===== config.mk =====
export PLATFORM = sky130hd
export DESIGN_NAME = clk_rst_seq
export DESIGN_NICKNAME = d
export VERILOG_FILES = /design/src/rtl/clk_rst_seq.sv
export SDC_FILE = /design/constraint.sdc
export NUM_CORES = 1
export LEC_CHECK = 0
export ABC_AREA = 1
export CAP_MARGIN = 15
export CORE_ASPECT_RATIO = 1.75
export CORE_MARGIN = 4
export CORE_UTILIZATION = 55
export DETAILED_ROUTE_END_ITERATION = 8
export PLACE_DENSITY = 0.73
export SETUP_SLACK_MARGIN = 0.4
export SYNTH_ARGS = -nofsm -noshare
export SYNTH_HDL_FRONTEND = slang
export SYNTH_SLANG_ARGS = --single-unit

===== constraint.sdc =====
create_clock -name CLK -period 2.8 [get_ports CLK]
set_input_delay 0.56 -clock CLK [delete_from_list [all_inputs] [get_ports CLK]]
set_output_delay 0.56 -clock CLK [all_outputs]
set_load 0.03 [all_outputs]

===== src/rtl/clk_rst_seq.sv =====
// clk_rst_seq: sequences N_DCM clock generators (MMCM/PLL) from one reference clock.
//   Each channel holds its generator in reset, waits for lock (with a timeout),
//   waits for lock to stay high for SETTLE_CYCLES, and then releases its domain reset.
//   A lost lock restarts the sequence. RETRY_MAX failed attempts make FAIL sticky.
// Optional feature: define CLK_RST_SEQ_LOSS_CNT_EN to add per-channel RUN-loss counters.
// Ports (top):
//   CLK            in   reference clock, all logic runs on it
//   RST            in   async active-high reset
//   DCM_LOCKED_IN  in   [N_DCM] generator lock, async to CLK
//   DCM_RST        out  [N_DCM] generator reset (1 = held)
//   DOM_RST        out  [N_DCM] per-domain reset (1 = held)
//   ALL_LOCKED     out  every channel in RUN
//   FAIL           out  [N_DCM] sticky failure flag
//   LOSS_CNT       out  [8*N_DCM] saturating RUN-loss counts (macro only)

module clk_rst_seq_lane #(
  parameter int RST_CYCLES    = 255,
  parameter int LOCK_TIMEOUT  = 65535,
  parameter int SETTLE_CYCLES = 1024,
  parameter int RETRY_MAX     = 3
) (
  input  logic       clk_i,
  input  logic       rst_i,
  input  logic       locked_i,
  output logic       dcm_rst_o,
  output logic       dom_rst_o,
  output logic       fail_o,
  output logic       run_nxt_o
`ifdef CLK_RST_SEQ_LOSS_CNT_EN
  ,
  output logic [7:0] loss_cnt_o
`endif
);
  localparam int TMAX_A = (RST_CYCLES > LOCK_TIMEOUT) ? RST_CYCLES : LOCK_TIMEOUT;
  localparam int TMAX   = (TMAX_A > SETTLE_CYCLES) ? TMAX_A : SETTLE_CYCLES;
  localparam int TW     = $clog2(TMAX + 1);
  localparam int RW     = $clog2(RETRY_MAX + 1);

  // Timer counts 0..N-1 in a state; the last value triggers the exit.
  localparam logic [TW-1:0] T_HOLD   = TW'(RST_CYCLES - 1);
  localparam logic [TW-1:0] T_WAIT   = TW'(LOCK_TIMEOUT - 1);
  localparam logic [TW-1:0] T_SETTLE = TW'(SETTLE_CYCLES - 1);
  localparam logic [RW-1:0] R_MAX    = RW'(RETRY_MAX);

  typedef enum logic [2:0] {
    S_HOLD   = 3'd0,
    S_WAIT   = 3'd1,
    S_SETTLE = 3'd2,
    S_RUN    = 3'd3,
    S_FAILED = 3'd4
  } state_e;

  state_e        state_q, state_d;
  logic [TW-1:0] timer_q, timer_d;
  logic [RW-1:0] retry_q, retry_d;
  logic [RW-1:0] retry_inc;
  logic [1:0]    sync_q;
  logic          lk;
  logic          fail_att;
  logic          dcm_rst_q, dom_rst_q, fail_q;

  // 2-FF synchroniser; lk is the only lock view the FSM uses.
  always_ff @(posedge clk_i or posedge rst_i) begin
    if (rst_i) sync_q <= 2'b00;
    else       sync_q <= {sync_q[0], locked_i};
  end
  assign lk = sync_q[1];

  assign retry_inc = retry_q + RW'(1);

  always_comb begin
    state_d  = state_q;
    timer_d  = timer_q + TW'(1);
    retry_d  = retry_q;
    fail_att = 1'b0;
    case (state_q)
      S_HOLD:   if (timer_q == T_HOLD) state_d = S_WAIT;
      // Lock is tested first so a lock on the timeout cycle still wins.
      S_WAIT:   if (lk) state_d = S_SETTLE;
                else if (timer_q == T_WAIT) fail_att = 1'b1;
      // Loss is tested first so it beats an expiring settle count.
      S_SETTLE: if (!lk) fail_att = 1'b1;
                else if (timer_q == T_SETTLE) begin
                  state_d = S_RUN;
                  retry_d = '0;
                end
      S_RUN: begin
        timer_d = timer_q;  // idle timer, never wraps
        if (!lk) fail_att = 1'b1;
      end
      S_FAILED: timer_d = timer_q;
      default:  state_d = S_HOLD;
    endcase
    if (fail_att) begin
      retry_d = retry_inc;
      state_d = (retry_inc >= R_MAX) ? S_FAILED : S_HOLD;
    end
    if (state_d != state_q) timer_d = '0;
  end

  // Outputs are registered from the next state so they line up with state_q.
  always_ff @(posedge clk_i or posedge rst_i) begin
    if (rst_i) begin
      state_q   <= S_HOLD;
      timer_q   <= '0;
      retry_q   <= '0;
      dcm_rst_q <= 1'b1;
      dom_rst_q <= 1'b1;
      fail_q    <= 1'b0;
    end else begin
      state_q   <= state_d;
      timer_q   <= timer_d;
      retry_q   <= retry_d;
      dcm_rst_q <= (state_d == S_HOLD) || (state_d == S_FAILED);
      dom_rst_q <= (state_d != S_RUN);
      fail_q    <= (state_d == S_FAILED);
    end
  end

  assign dcm_rst_o = dcm_rst_q;
  assign dom_rst_o = dom_rst_q;
  assign fail_o    = fail_q;
  assign run_nxt_o = (state_d == S_RUN);

`ifdef CLK_RST_SEQ_LOSS_CNT_EN
  logic [7:0] loss_q;
  always_ff @(posedge clk_i or posedge rst_i) begin
    if (rst_i) loss_q <= 8'h00;
    else if ((state_q == S_RUN) && (state_d != S_RUN) && (loss_q != 8'hFF))
      loss_q <= loss_q + 8'd1;
  end
  assign loss_cnt_o = loss_q;
`endif
endmodule

module clk_rst_seq #(
  parameter int N_DCM         = 2,
  parameter int RST_CYCLES    = 255,
  parameter int LOCK_TIMEOUT  = 65535,
  parameter int SETTLE_CYCLES = 1024,
  parameter int RETRY_MAX     = 3
) (
  input  logic               CLK,
  input  logic               RST,
  input  logic [N_DCM-1:0]   DCM_LOCKED_IN,
  output logic [N_DCM-1:0]   DCM_RST,
  output logic [N_DCM-1:0]   DOM_RST,
  output logic               ALL_LOCKED,
  output logic [N_DCM-1:0]   FAIL
`ifdef CLK_RST_SEQ_LOSS_CNT_EN
  ,
  output logic [8*N_DCM-1:0] LOSS_CNT
`endif
);
  logic [N_DCM-1:0] run_nxt;
  logic             all_locked_q;

  for (genvar g = 0; g < N_DCM; g++) begin : g_lane
    clk_rst_seq_lane #(
      .RST_CYCLES   (RST_CYCLES),
      .LOCK_TIMEOUT (LOCK_TIMEOUT),
      .SETTLE_CYCLES(SETTLE_CYCLES),
      .RETRY_MAX    (RETRY_MAX)
    ) u_lane (
      .clk_i     (CLK),
      .rst_i     (RST),
      .locked_i  (DCM_LOCKED_IN[g]),
      .dcm_rst_o (DCM_RST[g]),
      .dom_rst_o (DOM_RST[g]),
      .fail_o    (FAIL[g]),
      .run_nxt_o (run_nxt[g])
`ifdef CLK_RST_SEQ_LOSS_CNT_EN
      ,
      .loss_cnt_o(LOSS_CNT[8*g +: 8])
`endif
    );
  end

  // Registered from next-state so it asserts together with the last DOM_RST release.
  always_ff @(posedge CLK or posedge RST) begin
    if (RST) all_locked_q <= 1'b0;
    else     all_locked_q <= &run_nxt;
  end
  assign ALL_LOCKED = all_locked_q;
endmodule


==> summary.txt, run 1 <==
DIE HEIGHT - 105.7 µm
Power Density - 380.3 nW/µm²
CP required - 2.24 ns
fin crit share - 73.11%
top-count cell post-synth - nand2_1
antenna violations before repair - 0
Sum Neg Setup Slack - 0 ns
worst setup margin - 0.7529 ns
largest family of logic cells by synthesized area - simple AND/OR/NAND/NOR gates
fin cells - 439
H-tree depth - 2
Worst Path Arrival - 1.49 ns
# nets final - 374
top cells by count, synth - 67 x nand2_1, 50 x nor2_1, 49 x dfrtp_1
Worst Skew - 0.006631 ns
CP Max Fanout - 1
number of routed nets with antenna violations - 0
DR vias/cell - 5.267
GPL Wtd Cong - 0.9323
Final min period - 2.047 ns
critical-path cell list - clkdlybuf4s50_1
DP HPWL - 4.104 mm
area growth from synthesis to layout - 6.172%
critical path type - reg2out
Critical Path Max Stage Delay - 0.66 ns
Hold Fails Final Rpt - 0
clock root cell - clkbuf_8
xor and xnor area share after synthesis - 8.757%
IO Count - 11
Rows - 35
Worst setup EP type - primary output
Skew-Pair Late Insertion Delay - 0.30 ns
# Max-Cap Violations - 0
die area - 6747 µm²
first-pass GRT wire length - 10.19 mm
slew margin rel. - 56.96%
leakage - 0.001534 µW
Syn Std Cell Area - 3000 µm²
# clock sinks - 53
largest net degree at the start of global routing - 54
ys async rst share - 100.0%
RSZ-0062 raised after global routing - no
Adder-Cell Fraction of Synth Area - 2.502%
Final Routed Wirelength - 5.531 mm
DR vias - 2312
CTS tree - yes
#FFs+latches synth - 53
max-slew violation count - 0
post-synthesis mux area share - 0%
count of input and output buffers - 10
Worst-path clk slew - 0.09 ns
gr usage total - 18.82%
Hold Buf Count CTS - 0
Routed WL per cell - 12.60 µm
Syn Inst Count - 358
Die Span X - 63.83 µm
top cell type's share of synthesized area - 40.87%
vias in the first global route - 2355
drt pass-1 iters - 4
synth warn - 0
post-synthesis cell type count - 32
Max Root-Sink Buffers - 2
slew at the pin with the worst max-slew slack - 0.6456 ns
DRC - 0
GRT overflow - 0
worst ir drop on vdd - 0.2818 mV
setup bufs post-CTS - 0
sequential share of the synthesized area - 44.37%
layout cells sized above 1 - 12.05%
leading area contributor after synthesis - dfrtp_1
Worst Path Buf+Inv - 1
Ant. Diodes - 0
number of synthesized flops with an enable pin - 0
Initial Utilization - 56.62%
Core Area - 5299 µm²
final setup vio count - 0
CTS buffer count - 5
Avg Cell Area, Syn - 8.381 µm²
post-synthesis compound-gate area fraction - 2.752%
leading post-synthesis cells by cell area - dfrtp_1 41%, nand2_1 8.4%, nor2_1 6.3%
outcome - complete, no violations
syn_nets - 368
final design utilization - 60.12%
DRT iter0 DRCs - 71
Critical Path Source Type - flop
pre-CTS WS - 0.7676 ns
Worst path top cell family by delay - buffers and inverters
Cells after DPL - 431
slowest CP cell - clkdlybuf4s50_1
Post-Synth Simple-Gate Area - 32.82%
Resize count post-CTS - 0
worst hold-check path type - reg2reg
Top FF cell, synth - dfrtp_1
Fill cells - 512
fmax - 488.5 MHz
power by group:
group          leakage (µW)  switching (µW)  total (µW)  internal (µW)
registers          0.000689            1.19         769            768
logic              0.000808            16.5        21.6           5.03
clock network     0.0000374             244         421            176
placed cells by master, fill, tap and decap left out:
cell type        Yosys  layout
nor2_1              50      50
a21boi_2             1       1
nand3_1             21      21
dfrtp_1             49      49
inv_2                2       3
nor3_4               1       1
nor2_4               2       2
clkinvlp_4           0       2
nor2_2              12      12
nand2_1             67      67
nor3_1               8       8
a21oi_2              1       1
or2_2                1       1
clkbuf_8             0       5
nand2_2              4       4
buf_4                6       3
nor3_2               1       1
clkdlybuf4s50_1      0      10
and2_0               1       1
dfstp_2              4       4
nand3b_4             1       1
nand3b_1             2       2
inv_1               37      36
nand4_1             28      28
and2_4               1       1
xor2_1              20      20
clkbuf_1             1       1
o211ai_1             1       1
o21ai_0             11      11
ha_1                 6       6
xnor2_1             10      10
nand3_2              2       2
area by class of cell:
class | count | area [µm²] | share of cell area (%)
clock inverters | 2 | 15.01 | 0.4713
repair buffers | 13 | 122.6 | 3.849
inverters | 39 | 146.4 | 4.595
flip-flops and latches | 53 | 1331 | 41.79
multi-input cells | 252 | 1405 | 44.11
clock buffers | 6 | 72.57 | 2.278
well taps | 74 | 92.59 | 2.907
registers in the layout, indices dropped and copies added, names as in the netlist:
signal                   count
g_lane.u_lane.dom_rst_o      2
g_lane.u_lane.sync_q         4
ALL_LOCKED                   1
g_lane.u_lane.fail_o         2
g_lane.u_lane.retry_q        4
g_lane.u_lane.dcm_rst_o      2
g_lane.u_lane.state_q        6
g_lane.u_lane.timer_q       32
metal layers:
metal	track usage, %	wire [µm]	vias to the layer above
li1	-	-	1154
met5	0	0	-
met1	19.67	2085	1114
met3	2.559	95	17
met4	9.119	218	0
met2	35.53	3132	27
stage by stage:
| step | total power, µW | hold slack [ns] | instance area [µm²] |
|---|---|---|---|
| after detailed placement | 807.4 | 0.3358 | 3098 |
| final | 1212 | 0.3526 | 3186 |
| after global placement | 806.6 | 0.3323 | 3098 |
| after global routing | 1268 | 0.3663 | 3186 |
| after floorplan | 796.9 | 0.3312 | 3000 |
| after CTS | 1234 | 0.3566 | 3186 |
cell families (layout without fill, tap and decap cells):
logic type / Yosys count / count (layout)
and+or+nand+nor: 202 / 202
DFF: 53 / 53
buffers and inverters: 53 / 60
xor gates and xnor gates: 30 / 30
AOI/OAI and AO/OA: 14 / 14
adders and majority gates: 6 / 6
worst paths after layout:
check	from	endpoint	slack, ns	cells after the start
min in group asynchronous	RST	g_lane[0].u_lane.sync_q[0]$_DFF_PP0_	0.74	3
setup reg to reg	g_lane[1].u_lane.timer_q[1]$_DFFE_PP0P_	g_lane[1].u_lane.timer_q[0]$_DFFE_PP0P_	0.78	9
hold reg to reg	g_lane[1].u_lane.sync_q[0]$_DFF_PP0_	g_lane[1].u_lane.sync_q[1]$_DFF_PP0_	0.35	0
setup / recovery	g_lane[0].u_lane.dcm_rst_o$_DFF_PP1_	DCM_RST[0]	0.75	1
hold / removal	g_lane[1].u_lane.sync_q[0]$_DFF_PP0_	g_lane[1].u_lane.sync_q[1]$_DFF_PP0_	0.35	0
max in group asynchronous	RST	g_lane[1].u_lane.fail_o$_DFF_PP0_	1.63	3
(Power assumes the default switching activity.)
==> inputs of run 2 (changes only) <==
--- a/config.mk
+++ b/config.mk
@@ -11,7 +11,7 @@
 export CORE_MARGIN = 4
 export CORE_UTILIZATION = 55
 export DETAILED_ROUTE_END_ITERATION = 8
-export PLACE_DENSITY = 0.73
+export PLACE_DENSITY = 0.76
 export SETUP_SLACK_MARGIN = 0.4
 export SYNTH_ARGS = -nofsm -noshare
 export SYNTH_HDL_FRONTEND = slang
==> constraint.sdc (replaced) <==
create_clock -name CLK -period 1.7 [get_ports CLK]
set_input_delay 0.34 -clock CLK [delete_from_list [all_inputs] [get_ports CLK]]
set_output_delay 0.34 -clock CLK [all_outputs]
set_load 0.03 [all_outputs]
==> run 2 against run 1 <==
  * Via count rose by 21%
  * Final cell count is 15% higher
  * Core utilization rose by 21 points
  * Critical path depth rose by 10
  * First-iteration DRC count grew 150%
  * Highest routed layer unchanged
  * Design area rose by 34%
  * Clock power up 110%
  * The flow now finishes with violations (setup timing)
  * Largest power group unchanged
  * Power rose by 81%
  * Die area unchanged
  * Worst hold slack better by 0.0066 ns
==> summary.txt, run 2 (same netlist as run 1, synthesis figures left out) <==
Cells after DPL - 464 (was 431)
Core Area - 5299 µm² (unchanged)
Gate power share - 1.9% (was 1.8%)
internal power - 1720 µW (was 949.5 µW)
switching power - 470.7 µW (was 262.2 µW)
Worst Path Arrival - 2.05 ns (was 1.49 ns)
number of flip-flops in the largest register - 32 (unchanged)
leakage - 0.002010 µW (was 0.001534 µW)
clock root cell - clkbuf_8 (unchanged)
area growth from synthesis to layout - 42.58% (was 6.172%)
gr usage total - 21.98% (was 18.82%)
worst setup margin - -0.1521 ns (was 0.7529 ns)
# Max-Cap Violations - 0 (unchanged)
slew margin rel. - 71.79% (was 56.96%)
fin crit share - 108.9%
first-pass GRT wire length - 11.70 mm (was 10.19 mm)
layout cells sized above 1 - 44.29% (was 12.05%)
GRT overflow - 0 (unchanged)
worst ir drop on vdd - 0.7001 mV (was 0.2818 mV)
total power - 2190 µW (was 1212 µW)
Largest regs - g_lane.u_lane.timer_q: 32 flops, g_lane.u_lane.state_q: 6 flops (unchanged)
hold depth - 0 (unchanged)
Skew-Pair Late Insertion Delay - 0.32 ns (was 0.30 ns)
DRC - 0 (unchanged)
CP required - 1.90 ns (was 2.24 ns)
reg2reg setup slack - -0.15 ns (was 0.78 ns)
Crit Reg-Reg Endpoint - g_lane[1].u_lane.timer_q[8]$_DFFE_PP0P_ (was g_lane[1].u_lane.timer_q[0]$_DFFE_PP0P_)
pre-CTS WS - -0.01023 ns (was 0.7676 ns)
final setup vio count - 32 (was 0)
count of input and output buffers - 10 (unchanged)
CTS tree - yes (unchanged)
Max Root-Sink Buffers - 2 (unchanged)
vias in the first global route - 2657 (was 2355)
outcome - finished with violations (was complete, no violations)
Worst Skew - 0.01716 ns (was 0.006631 ns)
Routed WL per cell - 17.67 µm (was 12.60 µm)
clock share of power - 40.2% (was 34.7%)
DIE HEIGHT - 105.7 µm (unchanged)
CP Max Fanout - 10 (was 1)
fin cells - 503 (was 439)
hold path start - g_lane[1].u_lane.sync_q[0]$_DFF_PP0_ (unchanged)
number of routed nets with antenna violations - 0 (unchanged)
fmax - 539.9 MHz
Final min period - 1.852 ns
drt pass-1 iters - 4 (unchanged)
DR vias - 2794 (was 2312)
most frequent cells in the layout - 52 x nand2_1, 52 x buf_4, 45 x dfrtp_1, 28 x inv_1, 28 x nand4_1 (was 67 x nand2_1, 50 x nor2_1, 49 x dfrtp_1, 36 x inv_1, 28 x nand4_1)
Worst setup EP type - flop (was primary output)
Final Routed Wirelength - 8.888 mm (was 5.531 mm)
slew at the pin with the worst max-slew slack - 0.4187 ns (was 0.6456 ns)
failing checks - setup timing
worst hold-check path type - reg2reg (unchanged)
Reg2Reg Launch Point - g_lane[1].u_lane.state_q[0]$_DFF_PP0_ (was g_lane[1].u_lane.timer_q[1]$_DFFE_PP0P_)
max-slew violation count - 0 (unchanged)
largest net degree at the start of global routing - 54 (unchanged)
CTS buffer count - 5 (unchanged)
Ant. Diodes - 0 (unchanged)
RSZ-0062 raised after global routing - yes (was no)
Seq pwr share - 57.8% (was 63.5%)
die area - 6747 µm² (unchanged)
DP HPWL - 4.411 mm (was 4.104 mm)
GPL Wtd Cong - 0.9120 (was 0.9323)
H-tree depth - 2 (unchanged)
Rows - 35 (unchanged)
final design utilization - 80.73% (was 60.12%)
R2R cell count - 11 (was 9)
DR vias/cell - 5.555 (was 5.267)
# clock sinks - 53 (unchanged)
antenna violations before repair - 0 (unchanged)
DRT iter0 DRCs - 174 (was 71)
# nets final - 438 (was 374)
Hold Fails Final Rpt - 0 (unchanged)
Hold Path Sink - g_lane[1].u_lane.sync_q[1]$_DFF_PP0_ (unchanged)
Initial Utilization - 56.62% (unchanged)
Critical Path Source Type - flop (unchanged)
IO Count - 11 (unchanged)
Top reg by flops - g_lane.u_lane.timer_q (unchanged)
Die Span X - 63.83 µm (unchanged)
Worst-path clk slew - 0.10 ns (was 0.09 ns)
hold slack final - 0.3591 ns (was 0.3526 ns)
critical path type - reg2reg (was reg2out)
Sw Ratio - 21.49% (was 21.64%)
Power Density - 512.0 nW/µm² (was 380.3 nW/µm²)
[run 2: cell type report]
type                       count  area, µm²
sequential                    53       1336
fill                         303       1021
timing repair buffer          77      720.7
multi-input combinational    252       1859
inverter                      39      157.7
clock inverter                 2      38.79
clock buffer                   6      72.57
tap                           74      92.59
[run 2: repair_timing]
item                                    4_1_cts  5_1_grt
hold buffers                                  0        0
setup buffers                                17       12
resized for setup                            88       87
endpoints found under the setup margin       54       53
gates cloned                                  0        2
pin swaps                                     8       17
[run 2: per-layer routing]
metal | global-route usage, % | routed length, µm
met1 | 22.73 | 2951
met2 | 40.04 | 5015
met3 | 3.412 | 321
met4 | 13.60 | 600
met5 | 0 | 0
[run 2: power by group through the flow]
| stage | sequential (µW) | clock (µW) | combinational (µW) |
|---|---|---|---|
| after detailed placement | 1290 | 0 | 42.9 |
| after CTS | 1270 | 877 | 43.2 |
| after global routing | 1270 | 948 | 48.1 |
| after floorplan | 1290 | 0 | 22.1 |
| after global placement | 1290 | 0 | 42.2 |
| final | 1270 | 881 | 42.4 |
[run 2: worst max-delay path, cell delays in order, from the launching register on]
cell and delay (ns):
dfrtp_1 0.46, nor2_1 0.22, nand2_1 0.10, nor2_1 0.16, nand3_2 0.14, nand3_4 0.11, nand2_4 0.08, nand2_4 0.10
nand2_8 0.08, buf_12 0.15, nand4_1 0.09, nand2_1 0.07
[run 2: through the flow]
| stage | instance area [µm²] | TNS, ns |
|---|---|---|
| finish | 4278 | -3.019 |
| global route | 4278 | -5.219 |
| CTS | 3834 | 0 |
| detailed placement | 3422 | -0.05443 |
| global placement | 3422 | 0 |
| floorplan | 3014 | 0 |
[run 2: worst max-delay path by stage]
stage                                             from                                  endpoint  slack (ns)  cells past startpoint
2_1_floorplan  g_lane[1].u_lane.timer_q[1]$_DFFE_PP0P_  g_lane[1].u_lane.timer_q[10]$_DFFE_PP0P_        0.12                     11
3_3_place_gp     g_lane[1].u_lane.state_q[2]$_DFF_PP0_   g_lane[1].u_lane.timer_q[8]$_DFFE_PP0P_        0.04                     11
3_5_place_dp   g_lane[1].u_lane.timer_q[1]$_DFFE_PP0P_   g_lane[1].u_lane.timer_q[6]$_DFFE_PP0P_       -0.01                     11
4_1_cts        g_lane[1].u_lane.timer_q[1]$_DFFE_PP0P_   g_lane[1].u_lane.timer_q[9]$_DFFE_PP0P_        0.09                     11
5_1_grt          g_lane[1].u_lane.state_q[1]$_DFF_PP0_  g_lane[1].u_lane.timer_q[11]$_DFFE_PP0P_       -0.21                     11
6_report         g_lane[1].u_lane.state_q[0]$_DFF_PP0_   g_lane[1].u_lane.timer_q[8]$_DFFE_PP0P_       -0.15                     11
